### src/rtl/cap_frame_demux.sv
// cap_frame_demux
// Reassembles frames that arrive as CAPACITOR_NUM-lane beats into a single
// CHANNEL_NUM-wide registered word. Each output channel also carries a flag
// that marks it as all-zeros or all-ones. The frame is handed to the
// channel-side consumer over a valid/ready handshake.
`timescale 1ns/1ps

module cap_frame_demux #(
  parameter int WIDTH         = 8,
  parameter int CHANNEL_NUM   = 128,
  parameter int CAPACITOR_NUM = 70
) (
  input  logic                             clk,
  input  logic                             rst_n,
  input  logic                             in_valid,
  output logic                             in_ready,
  input  logic                             in_sof,
  input  logic [WIDTH*CAPACITOR_NUM-1:0]   in_data,
  output logic                             out_valid,
  input  logic                             out_ready,
  output logic [WIDTH*CHANNEL_NUM-1:0]     out_data,
  output logic [CHANNEL_NUM-1:0]           out_const,
  output logic                             err_sof
);

  localparam int BEATS  = (CHANNEL_NUM + CAPACITOR_NUM - 1) / CAPACITOR_NUM;
  localparam int CNT_W  = (BEATS > 1) ? $clog2(BEATS) : 1;
  // Every beat except the last is parked in the buffer. The last beat goes
  // straight from in_data into the output register.
  localparam int BUF_CH = (BEATS > 1) ? (BEATS - 1) * CAPACITOR_NUM : 1;
  localparam logic [CNT_W-1:0] LAST_BEAT = CNT_W'(BEATS - 1);

  logic [CNT_W-1:0]             beat_cnt_reg;
  logic [CNT_W-1:0]             beat_cnt_next;
  logic [WIDTH-1:0]             buf_reg [BUF_CH];
  logic                         out_valid_reg;
  logic [WIDTH*CHANNEL_NUM-1:0] out_data_reg;
  logic [CHANNEL_NUM-1:0]       out_const_reg;
  logic                         err_sof_reg;

  logic                         accept;
  logic                         sof_restart;
  logic                         sof_missing;
  logic                         load;
  logic                         buf_wr;
  logic [CNT_W-1:0]             buf_wr_beat;
  logic [WIDTH*CHANNEL_NUM-1:0] merged_data;
  logic [CHANNEL_NUM-1:0]       merged_const;

  // Classify the current handshake.
  // Cases: restart on SOF, drop on missing SOF, final load, or buffer write.
  always_comb begin
    accept      = in_valid & in_ready;
    sof_restart = accept & in_sof & (beat_cnt_reg != '0);
    sof_missing = accept & ~in_sof & (beat_cnt_reg == '0);
    load        = accept & ~sof_restart & ~sof_missing & (beat_cnt_reg == LAST_BEAT);
    buf_wr      = accept & ~sof_missing & ~load;
    buf_wr_beat = sof_restart ? '0 : beat_cnt_reg;
  end

  // Beat counter register.
  always_ff @(posedge clk or negedge rst_n) begin
    if (!rst_n) begin
      beat_cnt_reg <= '0;
    end else begin
      beat_cnt_reg <= beat_cnt_next;
    end
  end

  // Beat counter next state.
  // A misplaced SOF restarts the count at 1, because that beat becomes beat 0.
  always_comb begin
    beat_cnt_next = beat_cnt_reg;
    if (sof_restart) begin
      beat_cnt_next = CNT_W'(1);
    end else if (load) begin
      beat_cnt_next = '0;
    end else if (buf_wr) begin
      beat_cnt_next = beat_cnt_reg + CNT_W'(1);
    end
  end

  // Handshake and output drive.
  // A final beat is held off only while a frame is still waiting for the consumer.
  always_comb begin
    in_ready  = (beat_cnt_reg != LAST_BEAT) | ~out_valid_reg | out_ready;
    out_valid = out_valid_reg;
    out_data  = out_data_reg;
    out_const = out_const_reg;
    err_sof   = err_sof_reg;
  end

  // Assembly buffer.
  // The buffer is not cleared on a framing error: any stale lane is
  // overwritten before the next load.
  always_ff @(posedge clk or negedge rst_n) begin
    if (!rst_n) begin
      for (int c = 0; c < BUF_CH; c++) begin
        buf_reg[c] <= '0;
      end
    end else begin
      for (int c = 0; c < BUF_CH; c++) begin
        if (buf_wr && (buf_wr_beat == CNT_W'(c / CAPACITOR_NUM))) begin
          buf_reg[c] <= in_data[(c % CAPACITOR_NUM)*WIDTH +: WIDTH];
        end
      end
    end
  end

  // Merge the buffered beats with the final beat. Padding lanes are never
  // referenced here.
  genvar gi;
  generate
    for (gi = 0; gi < CHANNEL_NUM; gi++) begin : g_chan
      logic [WIDTH-1:0] chan;
      if ((gi / CAPACITOR_NUM) == (BEATS - 1)) begin : g_live
        assign chan = in_data[(gi % CAPACITOR_NUM)*WIDTH +: WIDTH];
      end else begin : g_buf
        assign chan = buf_reg[gi];
      end
      assign merged_data[gi*WIDTH +: WIDTH] = chan;
      assign merged_const[gi] = (chan == '0) ^ (chan == '1);
    end
  endgenerate

  // Output frame register.
  // A load in the same cycle as a consume replaces the old frame.
  // A consume with no load only drops valid; the data is held.
  always_ff @(posedge clk or negedge rst_n) begin
    if (!rst_n) begin
      out_valid_reg <= 1'b0;
      out_data_reg  <= '0;
      out_const_reg <= '0;
    end else begin
      if (load) begin
        out_valid_reg <= 1'b1;
        out_data_reg  <= merged_data;
        out_const_reg <= merged_const;
      end else if (out_ready) begin
        out_valid_reg <= 1'b0;
      end
    end
  end

  // Registered framing-error pulse.
  always_ff @(posedge clk or negedge rst_n) begin
    if (!rst_n) begin
      err_sof_reg <= 1'b0;
    end else begin
      err_sof_reg <= sof_restart | sof_missing;
    end
  end

endmodule

### config.mk
export PLATFORM = sky130hd
export DESIGN_NAME = cap_frame_demux
export DESIGN_NICKNAME = d
export VERILOG_FILES = /design/src/rtl/cap_frame_demux.sv
export SDC_FILE = /design/constraint.sdc
export NUM_CORES = 2
export LEC_CHECK = 0
export CAP_MARGIN = 5
export CORE_AREA = 2 2 676 678
export DETAILED_ROUTE_END_ITERATION = 10
export DIE_AREA = 0 0 678 680
export PLACE_DENSITY = 0.36
export SYNTH_ARGS = -nofsm -noshare
export SYNTH_HDL_FRONTEND = slang
export SYNTH_SLANG_ARGS = --single-unit
### constraint.sdc
create_clock -name clk -period 1.95 [get_ports clk]
set_input_delay 0.39 -clock clk [delete_from_list [all_inputs] [get_ports clk]]
set_output_delay 0.39 -clock clk [all_outputs]
set_load 0.005 [all_outputs]
==> reports/results.tsv <==
metric	value	unit
ir_worst_vdd	0.705	mV
final_common_cell	dfrtp_1	
slew_violations	0	
fin_util	22.2	%
pre_cts_slack	-762	ps
io_pins	1720	
rsz0062_at_grt	yes	
grt_max_degree	88	
yosys_warnings	0	
antenna_found_initial	148	
drcViolationCount	0	
die_area	461000	um^2
routed_via_density	3.80	
wl_per_cell	29.0	um
first_pass_iters	5	
tritoncts	done	
first_iter_violations	2404	
ant_nets	0	
critical_path.most_common_cell	buf_6	
crit_arrival	1690	ps
critPathMaxFanout	3	
final_cell_mix	dfrtp_1, mux2_1, buf_2	
powerDensity	1250	nW/um^2
setup_ws	-134	ps
cpPeakStageDelay	430	ps
yosysSeqAreaShare	63.1	%
clkTransAtPathRegs	60	ps
worst_setup_path_start_kind	flip-flop	
min_path_type	primary input to flip-flop	
portBuffers	1719	
place_congestion	0.873	
initial_core_util	15.0	%
fmax	480	MHz
cellLeakagePower	42.5	nW
ctsHtreeMaxLevel	4	
die_h	680	um
fp-row-count	248	
overflow	0	
clock-sinks	1715	
crit_path_end_kind	primary output	
critPathKind	flip-flop to primary output	
relSlewSlack	52.4	%
hold_ws	125	ps
netlist_instances	4537	
grt_pass1_vias	51300	
tightest_slew	707	ps
wl	376000	um
critPathRequiredTime	1560	ps
clock_latency	910	ps
die_x	678	um
hpwl	309000	um
core_region_area	454000	um^2
period_share	107	%
areaGrowthSynthToFinish	48.5	%
synth_area	68000	um^2
violations	negative setup slack	
status	finished with violations	
post-route-min-period	2080	ps
yosys_register_bits	1715	
final_nets	7332	
vias	49300	
slowest_stage	dfrtp_2	
track_usage	15.7	%
synth_cell_type_count	22	
fin_skew	57.6	ps
cts_buffer_depth	4	
path_cells	nand3b_4 > buf_6 > buf_6	
synth.avg_cell_area	15.0	um^2
cts-buffers-inserted	220	
synth_nets	5102	
setup_viol	603	
largest_register_ffs	1024	
drive_gt1_share	31.4	%
hold_viol_final	0	
max_cap_violations	0	
finalPower	0.126	W
grt_first_pass_wirelength	496000	um
cts_root_buf	clkbuf_16	
-- cell usage after synthesis --
master    number  area share (%)
a21oi_1      128            0.94
a31oi_1        1          0.0092
and3_1         1          0.0092
buf_2         32            0.24
buf_4         66            0.73
buf_6         92             1.5
buf_8          1           0.022
clkbuf_1      13           0.072
dfrtp_1     1715              63
inv_1          1          0.0055
mux2_1      1344              22
mux2_2       240             4.0
nand2_1      129            0.71
nand2b_1       1          0.0092
nand3_1        1          0.0074
nand3b_2       1           0.017
nand4_1      257             2.4
nor2_1       129            0.71
nor4_1       256             2.4
o21ai_0      127            0.93
o21ai_1        1          0.0074
xnor2_1        1           0.013
-- repair_timing --
| action | CTS | global route |
|---|---|---|
| gates resized for setup | 5034 | 35 |
| hold buffers | 39 | 0 |
| endpoints found under the hold margin | 1122 | 0 |
| cloned | 0 | 10 |
| pin swaps | 0 | 1 |
| setup endpoints to repair | 2079 | 1579 |
| buffers inserted | 154 | 3 |
-- power breakdown --
part / internal (W) / switching [W]
logic: 0.0159 / 0.0162
registers: 0.0446 / 0.00767
clock network: 0.0247 / 0.0172
total: 0.0852 / 0.0411
-- cells by family after synthesis --
| family | synth area share (%) |
|---|---|
| muxes | 26.2 |
| DFF | 63.1 |
| and+or+nand+nor | 6.18 |
| xor gates and xnor gates | 0.0129 |
| buffers and inverters | 2.59 |
| AOI/OAI and AO/OA | 1.89 |
-- final cells by class --
class                           instances  area (um^2)
Antenna cell                           38         95.1
Clock buffer                          327         6510
Clock inverter                         64          808
Fill cell                           48500       353000
Inverter                                1         3.75
Multi-Input combinational cell       2617        23400
Sequential cell                      1715        43000
Tap cell                             6000         7510
Timing Repair Buffer                 2212        19700
-- final timing paths --
| kind | from | end | slack, ps | cells after the start |
|---|---|---|---|---|
| max | out_valid | in_ready | -130 | 3 |
| min in group asynchronous | rst_n | out_data[798] | 170 | 2 |
| max in group asynchronous | rst_n | g_chan[49].chan[2] | 830 | 4 |
| max reg2reg | out_valid | out_data[716] | -110 | 7 |
| min reg2reg | out_const[63] | out_const[63] | 470 | 2 |
| min | in_data[509] | g_chan[63].chan[5] | 130 | 2 |
-- worst max-delay path, delay by kind of cell, from the launching register on --
| family | cells | cell delay, ps |
|---|---|---|
| AND/OR/NAND/NOR | 1 | 100 |
| buffers and inverters | 2 | 250 |
| flip-flops | 1 | 430 |
-- routing by layer --
metal / up-vias / wire [um] / global-route usage, %
met5: - / 64 / 0
met4: 10 / 11300 / 4.55
met3: 526 / 40400 / 7.45
met2: 1649 / 173000 / 25.2
met1: 25800 / 151000 / 18.5
li1: 21300 / - / -
-- metrics by stage --
stage                     setup TNS (ps)  cells  instance area (um^2)
after detailed placement        -1034870  12300                 94100
after global placement          -1018200  12300                 94100
after CTS                         -81770  12900                100000
after floorplan                        0   4537                 68000
after global routing             -125050  13000                101000
final                             -27540  13000                101000
Note: power is estimated with default switching activity, not from simulation.
